[src/rtl/fp16div_if.sv]
// Valid/ready handshake bundle for the fp16div sequential divider.
// The operand side is driven by the master. The result side is driven by the slave.
interface fp16div_if;
    logic        i_valid;
    logic        o_ready;
    logic [15:0] i_a;
    logic [15:0] i_b;
    logic        o_valid;
    logic [15:0] o_res;
    logic        i_ready;

    modport master (
        output i_valid, i_a, i_b, i_ready,
        input  o_ready, o_valid, o_res
    );

    modport slave (
        input  i_valid, i_a, i_b, i_ready,
        output o_ready, o_valid, o_res
    );
endinterface

[src/rtl/fp16div.sv]
// Sequential binary16 divider: DAZ inputs, FTZ outputs, round toward zero.
// The quotient significand comes from a restoring divider that produces one bit per clock.
module fp16div (
    input  logic     i_clk,
    input  logic     i_rst,
    fp16div_if.slave bus
);
    localparam logic signed [6:0] BIAS = 7'sd15;
    localparam logic [15:0]       QNAN = 16'h7E00;

    typedef enum logic [1:0] {IDLE, DIV, DONE} state_t;
    typedef enum logic [1:0] {CL_ZERO, CL_NORM, CL_INF, CL_NAN} cls_t;

    function automatic cls_t daz_class(input logic [15:0] x);
        if (x[14:10] == 5'h1F) return (x[9:0] != 10'h000) ? CL_NAN : CL_INF;
        if (x[14:10] == 5'h00) return CL_ZERO;
        return CL_NORM;
    endfunction

    // Saturate exponent overflow to Inf and flush underflow to signed zero.
    function automatic logic [15:0] ftz_encode(input logic sign,
                                               input logic signed [6:0] exp,
                                               input logic [9:0] man);
        if (exp <= 7'sd0)  return {sign, 15'h0000};
        if (exp >= 7'sd31) return {sign, 5'h1F, 10'h000};
        return {sign, exp[4:0], man};
    endfunction

    function automatic logic [15:0] special_res(input cls_t ca, input cls_t cb, input logic sign);
        if (ca == CL_NAN || cb == CL_NAN)                             return QNAN;
        if ((ca == CL_INF && cb == CL_INF) || (ca == CL_ZERO && cb == CL_ZERO)) return QNAN;
        if (ca == CL_INF || cb == CL_ZERO)                            return {sign, 5'h1F, 10'h000};
        return {sign, 15'h0000};
    endfunction

    state_t             state_q, state_d;
    logic [15:0]        res_q, res_d;
    logic [11:0]        rem_q, rem_d;
    logic [10:0]        div_q, div_d;
    logic [10:0]        quo_q, quo_d;
    logic signed [6:0]  exp_q, exp_d;
    logic [3:0]         cnt_q, cnt_d;
    logic               sign_q, sign_d;

    cls_t               cls_a, cls_b;
    logic               sign_in;
    logic               qbit;
    logic [10:0]        rem_sub;
    logic [11:0]        quo_nxt;

    assign cls_a   = daz_class(bus.i_a);
    assign cls_b   = daz_class(bus.i_b);
    assign sign_in = bus.i_a[15] ^ bus.i_b[15];
    // The remainder is always below 2*d, so the difference fits in 11 bits.
    assign qbit    = (rem_q >= {1'b0, div_q});
    assign rem_sub = qbit ? (rem_q[10:0] - div_q) : rem_q[10:0];
    assign quo_nxt = {quo_q, qbit};

    always_ff @(posedge i_clk or posedge i_rst) begin
        if (i_rst) begin
            state_q <= IDLE;
            res_q   <= 16'h0000;
        end else begin
            state_q <= state_d;
            res_q   <= res_d;
        end
    end

    always_ff @(posedge i_clk) begin
        rem_q  <= rem_d;
        div_q  <= div_d;
        quo_q  <= quo_d;
        exp_q  <= exp_d;
        cnt_q  <= cnt_d;
        sign_q <= sign_d;
    end

    always_comb begin
        state_d = state_q;
        res_d   = res_q;
        rem_d   = rem_q;
        div_d   = div_q;
        quo_d   = quo_q;
        exp_d   = exp_q;
        cnt_d   = cnt_q;
        sign_d  = sign_q;
        case (state_q)
            IDLE: begin
                if (bus.i_valid) begin
                    sign_d = sign_in;
                    if (cls_a == CL_NORM && cls_b == CL_NORM) begin
                        rem_d   = {2'b01, bus.i_a[9:0]};
                        div_d   = {1'b1, bus.i_b[9:0]};
                        quo_d   = 11'h000;
                        exp_d   = $signed({2'b00, bus.i_a[14:10]}) - $signed({2'b00, bus.i_b[14:10]}) + BIAS;
                        cnt_d   = 4'd11;
                        state_d = DIV;
                    end else begin
                        res_d   = special_res(cls_a, cls_b, sign_in);
                        state_d = DONE;
                    end
                end
            end
            DIV: begin
                rem_d = {rem_sub, 1'b0};
                quo_d = quo_nxt[10:0];
                cnt_d = cnt_q - 4'd1;
                // Finalize on the last quotient bit; leftover remainder is truncated.
                if (cnt_q == 4'd0) begin
                    res_d   = quo_nxt[11] ? ftz_encode(sign_q, exp_q, quo_nxt[10:1])
                                          : ftz_encode(sign_q, exp_q - 7'sd1, quo_nxt[9:0]);
                    state_d = DONE;
                end
            end
            DONE: begin
                if (bus.i_ready) state_d = IDLE;
            end
            default: state_d = IDLE;
        endcase
    end

    always_comb begin
        bus.o_ready = (state_q == IDLE);
        bus.o_valid = (state_q == DONE);
        bus.o_res   = res_q;
    end
endmodule

[src/flat_wrapper.sv]
// flat-port wrapper written by rule: the top's interface ports become plain ports
module fp16div_flat 
  (i_clk, i_rst, bus_i_valid, bus_i_a, bus_i_b, bus_i_ready, bus_o_ready, bus_o_valid, bus_o_res);
  fp16div_if bus_i ();
  input  logic i_clk;
  input  logic i_rst;
  input wire logic [$bits(bus_i.i_valid)-1:0] bus_i_valid;
  input wire logic [$bits(bus_i.i_a)-1:0] bus_i_a;
  input wire logic [$bits(bus_i.i_b)-1:0] bus_i_b;
  input wire logic [$bits(bus_i.i_ready)-1:0] bus_i_ready;
  output wire logic [$bits(bus_i.o_ready)-1:0] bus_o_ready;
  output wire logic [$bits(bus_i.o_valid)-1:0] bus_o_valid;
  output wire logic [$bits(bus_i.o_res)-1:0] bus_o_res;
  assign bus_i.i_valid = bus_i_valid;
  assign bus_i.i_a = bus_i_a;
  assign bus_i.i_b = bus_i_b;
  assign bus_i.i_ready = bus_i_ready;
  assign bus_o_ready = bus_i.o_ready;
  assign bus_o_valid = bus_i.o_valid;
  assign bus_o_res = bus_i.o_res;
  fp16div u_core (.i_clk(i_clk), .i_rst(i_rst), .bus(bus_i));
endmodule
[config.mk]
export PLATFORM = sky130hd
export DESIGN_NAME = fp16div_flat
export DESIGN_NICKNAME = d
export VERILOG_FILES = /design/src/rtl/fp16div_if.sv /design/src/rtl/fp16div.sv /design/src/flat_wrapper.sv
export SDC_FILE = /design/constraint.sdc
export NUM_CORES = 1
export LEC_CHECK = 0
export BUFFER_PORTS_ARGS = -buffer_cell sky130_fd_sc_hd__buf_2
export CORE_AREA = 2 2 83 85
export CTS_BUF_LIST = sky130_fd_sc_hd__clkbuf_4
export DETAILED_ROUTE_END_ITERATION = 7
export DIE_AREA = 0 0 85 87
export PLACE_DENSITY_LB_ADDON = 0.2
export SLEW_MARGIN = 10
export SYNTH_ARGS = -nofsm -noshare
export SYNTH_HDL_FRONTEND = slang
export SYNTH_SLANG_ARGS = --single-unit
[constraint.sdc]
create_clock -name i_clk -period 7.9 [get_ports i_clk]
set_clock_uncertainty 0.15 [all_clocks]
set_input_delay 0 -clock i_clk [delete_from_list [all_inputs] [get_ports i_clk]]
set_output_delay 0 -clock i_clk [all_outputs]
set_load 0.02 [all_outputs]
==> results_dict.tcl, run 1 <==
set metrics [dict create \
    grt_pass1_wl_um 15190 \
    syn-num-nets 467 \
    required_ps 7890 \
    hold_ws_ps -0.4833 \
    dieArea_mm2 0.007395 \
    gp_congestion 0.8725 \
    wirelength_um 9132 \
    synth_area_mm2 0.004070 \
    finalHoldViolCount 1 \
    die_w_um 85 \
    drt_iter0_drc 235 \
    wl_per_cell_um 16.05 \
    path_max_fanout 10 \
    worst_skew_pair.late_latency_ps 430 \
    drt_first_pass_iters 5 \
    cap_violations 0 \
    drcViolationCount 0 \
    dp_cells 526 \
    cts.clk_slew.worst_paths_ps 100 \
    num_vias 3352 \
    dieHeight_um 87 \
    yosysMostFrequentCell "edfxtp_1" \
    grt_use_total_pct 26.40 \
    total_power_mw 1.655 \
    syn2layout_area_growth_pct 16.11 \
    cts.path.max_buffers 2 \
    hpwlAfterDp_um 6174 \
    netlist_instances 408 \
    grt_overflow 0 \
    synth_top_area_share_pct 33.20 \
    synth.distinct_cells 58 \
    fp.coreArea_mm2 0.006569 \
    violations "hold timing" \
    initial_core_util_pct 61.96 \
    async_flop_share_pct 28.57 \
    nFillCells 467 \
    finalSetupViolations 0 \
    cts_num_sinks 63 \
    nets 543 \
    finalCritPeriodShare_pct 37.40 \
    htreeDepth 3 \
    postCtsHoldBufs 27 \
    antenna_cells 0 \
    num_rows 30 \
    cts_buffers 9 \
    leakagePower_nw 2.049 \
    yosys_warnings 0 \
    hp-class "input port to flip-flop" \
    dominantRegCellSynth "edfxtp_1" \
    ioPinCount 54 \
    status "finished with violations" \
    yosysSeqAreaShare_pct 44.27 \
    max_slew.worst_pin.slew_ps 839.1 \
    post_dp_cell_area_mm2 0.004329 \
    stdcell_area_mm2 0.004726 \
    synth_common_cells "edfxtp_1, nand2_1, a21oi_1" \
    cts_resized 0 \
    synth_edf_count 45 \
    synth.avg_cell_area_um2 9.976 \
    period_minus_slack_ps 2955 \
    antenna_found_initial 0 \
    synth-seq-cells 63 \
    viasPerCell 5.891 \
    fin_setup_tns_ps 0 \
    drt.antenna.violating_nets 0 \
    arrival_ps 2950 \
    yosysTopAreaCell "edfxtp_1" \
    worst_setup_path_end_kind "flip-flop" \
    drive_above_1_share_pct 19.84 \
    synthTopCellsByArea "edfxtp_1, dfrtp_1, ha_1" \
    root_buffer "clkbuf_4" \
    portBuffers 53 \
    p_per_area_mw_per_mm2 350.3 \
    max_freq_mhz 338.5 \
    max-slew-margin-rel_pct 43.58 \
    post_cts_buffers 0 \
    worst-setup-path-type "flip-flop to flip-flop" \
    grt_max_degree 34 \
    vdd_ir_drop_max_mv 0.1998 \
    grt_pass1_vias 3260 \
    tritoncts "built" \
    critPathLaunchType "flip-flop" \
    drv_slew 0 \
    stdcell_count 569 \
    rsz0062_at_grt "false" \
]
==> worst paths after layout <==
kind	slack, ps	to	from	cells past startpoint
worst min-delay path	-0.5	u_core.exp_q[6]$_DFFE_PP_	bus_i_a[14]	4
worst min register to register	340	u_core.bus.o_res[4]$_DFFE_PP0P_	u_core.bus.o_res[4]$_DFFE_PP0P_	2
min in group asynchronous	60	u_core.bus.o_res[6]$_DFFE_PP0P_	i_rst	3
worst max-delay path	4950	u_core.rem_q[7]$_DFFE_PP_	u_core.rem_q[0]$_SDFFCE_PP0P_	9
worst max register to register	4950	u_core.rem_q[7]$_DFFE_PP_	u_core.rem_q[0]$_SDFFCE_PP0P_	9
max in group asynchronous	7080	u_core.bus.o_res[14]$_DFFE_PP0P_	i_rst	3
==> registers in the layout, indices dropped and copies added, names as in the netlist <==
register          flops
u_core.cnt_q          4
u_core.div_q         10
u_core.state_q        2
u_core.bus.o_res     16
u_core.sign_q         1
u_core.rem_q         12
u_core.exp_q          7
u_core.quo_q         11
==> area by class of cell <==
cell class / count / area (um2) / share of cell area [%]
tap: 80 / 100.1 / 2.118
sequential: 63 / 1802 / 38.13
timing repair buffer: 82 / 550.5 / 11.65
clock buffer: 10 / 75.07 / 1.589
clock inverter: 6 / 51.30 / 1.086
inverter: 32 / 120.1 / 2.542
multi-input combinational: 296 / 2027 / 42.89
==> layout by cell type (no fill, tap or decap), types with 3 or more instances in the layout <==
cell and instances:
a2bb2oi_1 6, o31ai_1 5, clkinv_1 3, a21oi_1 35
nand3_1 9, ha_1 21, nand2b_1 8, a21oi_2 10
o21ai_0 15, a21o_1 10, edfxtp_1 45, buf_2 53
o21bai_1 4, a31oi_1 10, nor4_1 4, xor2_1 7
nor2_1 25, dfrtp_1 18, o21a_1 3, nand3b_1 3
nand2_1 39, o31ai_2 9, nor3_1 9, clkbuf_4 10
xnor2_1 10, inv_1 32, dlygate4sd3_1 27, and3_1 4
and2_1 12
==> cell families after synthesis <==
group / share of synthesized area [%]
compound gates: 21.21
xor+xnor: 3.658
fa+ha+maj: 7.439
buf+inv: 6.056
flops: 44.27
mux: 0.2459
simple gates: 17.12
==> critical path, cell delays in order (launching register included) <==
cell and delay [ps]:
edfxtp_1 380, inv_1 50, ha_1 200, fa_1 390, nand2b_1 170, a21oi_1 310, o21ai_0 220, a21oi_2 500
a2bb2oi_1 220, o31ai_1 90
==> through the flow <==
stage	hold WS [ps]	worst slack, ps	util (%)
final	-0.4833	4945	71.94
after global routing	49.98	4783	71.94
after CTS	6.555	4996	71.94
after detailed placement	-8.725	5032	65.90
after global placement	-12.21	5147	65.90
after floorplan	-211.4	5370	-
==> where the power goes <==
group          internal (mW)  switching (mW)  total [mW]
registers              0.529           0.104       0.633
clock network         0.0959           0.116       0.212
logic                  0.324           0.486       0.810
total                  0.949           0.706        1.66
==> layer usage <==
metal	vias up	routed length (um)	GRT usage [%]
li1	1634	-	-
met1	1547	3949	35.17
met2	155	4383	43.47
met3	16	617	4.265
met4	0	181	10.39
met5	-	0	0
No activity file was read; power rests on OpenSTA's default activity.
==> run 2, diff against run 1 <==
Settings changed: CORE_AREA 2 2 83 85 to 2 2 90 92, DIE_AREA 0 0 85 87 to 0 0 92 94.
Clock period 7.9 ns to 2.7 ns, I/O delays scaled along.
==> results_dict.tcl, run 2 (synthesis gave the netlist of run 1 again) <==
set metrics [dict create \
    period_minus_slack_ps 2470 \
    status "finished, final reports clean" \
    stdcell_area_mm2 0.004866 \
    critPathLaunchType "flip-flop" \
    critPathSlowestCell "edfxtp_1" \
    post_dp_cell_area_mm2 0.004454 \
    leakagePower_nw 2.115 \
    rsz0062_at_grt "false" \
    drt_iter0_drc 190 \
    fin_setup_tns_ps 0 \
    drv_slew 0 \
    vdd_ir_drop_max_mv 0.5536 \
    place_ws_ps 228.0 \
    tritoncts "built" \
    ioPinCount 54 \
    grt_use_total_pct 23.66 \
    hpwlAfterDp_um 6625 \
    layout_commonest_cell "buf_2" \
    critical_path_buf_inv_count 0 \
    fp.coreArea_mm2 0.007607 \
    die_w_um 92 \
    total_power_mw 4.986 \
    gp_congestion 0.8908 \
    grt_pass1_wl_um 15950 \
    syn2layout_area_growth_pct 19.55 \
    nets 557 \
    crit_chain "ha_1 > fa_1 > nand2b_1 > a21oi_1 > o21ai_1 > a21o_1 > or3b_1 > a21oi_1" \
    grt_overflow 0 \
    finalCritPeriodShare_pct 91.49 \
    grt_max_degree 34 \
    antenna_found_initial 0 \
    p_per_area_mw_per_mm2 1025 \
    cts_buffers 9 \
    final_cell_mix "buf_2, edfxtp_1, nand2_1, a21oi_1, inv_1" \
    drcViolationCount 0 \
    cts.clk_slew.worst_paths_ps 110 \
    wl_per_cell_um 15.22 \
    worst_skew_pair.late_latency_ps 400 \
    root_buffer "clkbuf_4" \
    cts.path.max_buffers 2 \
    htreeDepth 3 \
    dieArea_mm2 0.008648 \
    post_cts_buffers 0 \
    dieHeight_um 94 \
    finalHoldViolCount 0 \
    cts_num_sinks 63 \
    num_vias 3291 \
    hp-class "input port to asynchronous set/reset pin" \
    finalSetupViolations 0 \
    largest_reg_flops 16 \
    worst-setup-path-type "flip-flop to flip-flop" \
    initial_core_util_pct 53.50 \
    path_max_fanout 3 \
    wirelength_um 9206 \
    max-slew-margin-rel_pct 48.62 \
    grt_pass1_vias 3326 \
    drt_first_pass_iters 4 \
    drive_above_1_share_pct 22.27 \
    cap_violations 0 \
    worst_slack_ps 229.7 \
    required_ps 2810 \
    antenna_cells 0 \
    max_slew.worst_pin.slew_ps 770.7 \
    viasPerCell 5.440 \
    cp_top_family "adder cells" \
    slowest_delay_ps 380 \
    num_rows 32 \
    max_freq_mhz 404.8 \
    arrival_ps 2580 \
    critPathMostFrequentCell "a21oi_1" \
    portBuffers 53 \
    drt.antenna.violating_nets 0 \
    worst_setup_path_end_kind "flip-flop" \
]
run 2: changes by cell type in the layout (fill, tap and decap cells not counted), sizes merged:
cell | previous run | this run
buf | 55 | 68
dlygate4sd3 | 27 | 28
clkinvlp | 0 | 2
clkinv | 5 | 4
clkbuf | 10 | 9
run 2: worst paths after layout:
| kind | from | endpoint | slack [ps] | cells after the start |
|---|---|---|---|---|
| setup / recovery | u_core.div_q[0]$_DFFE_PP_ | u_core.rem_q[8]$_DFFE_PP_ | 230 | 8 |
| hold / removal | i_rst | u_core.bus.o_res[4]$_DFFE_PP0P_ | 80 | 3 |
| setup reg to reg | u_core.div_q[0]$_DFFE_PP_ | u_core.rem_q[8]$_DFFE_PP_ | 230 | 8 |
| hold reg to reg | u_core.bus.o_res[15]$_DFFE_PP0P_ | u_core.bus.o_res[15]$_DFFE_PP0P_ | 330 | 2 |
| max in group asynchronous | i_rst | u_core.bus.o_res[9]$_DFFE_PP0P_ | 1880 | 3 |
| min in group i_clk | bus_i_b[14] | u_core.exp_q[6]$_DFFE_PP_ | 80 | 5 |
run 2: per-stage QoR:
stage          hold slack (ps)  std cells  utilization, %
2_1_floorplan           -211.4        408               -
3_3_place_gp            -19.50        561           58.55
4_1_cts                  56.18        605           63.96
6_report                 81.70        605           63.96
3_5_place_dp            -13.42        561           58.55
5_1_grt                  105.1        605           63.96
run 2: final cells by class:
type | count | area [um2]
fillers | 657 | 2741
multi-input cells | 296 | 2027
flip-flops and latches | 63 | 1802
repair buffers | 96 | 658.1
well taps | 102 | 127.6
inverters | 32 | 120.1
clock buffers | 9 | 67.56
clock inverters | 7 | 63.81
run 2: timing repair:
item	in CTS	in global routing
gates resized for setup	0	1
endpoints found under the hold margin	44	0
hold buffers	28	0
setup endpoints to repair	0	1
run 2: routing by layer:
metal	up-vias	routed length [um]	track usage [%]
met4	0	193	8.458
met1	1506	4201	31.74
met2	100	4355	39.15
met3	18	456	3.692
met5	-	0	0
li1	1667	-	-
run 2: where the power goes:
part           switching, mW  internal (mW)  leakage, nW
Combinational           1.47           1.07         1.38
Sequential             0.274           1.55        0.669
Clock                  0.352          0.274       0.0691
run 2: tightest hold or removal path, stage by stage:
cell and delay (ps):
dlygate4sd3_1 530, buf_2 120, inv_1 500
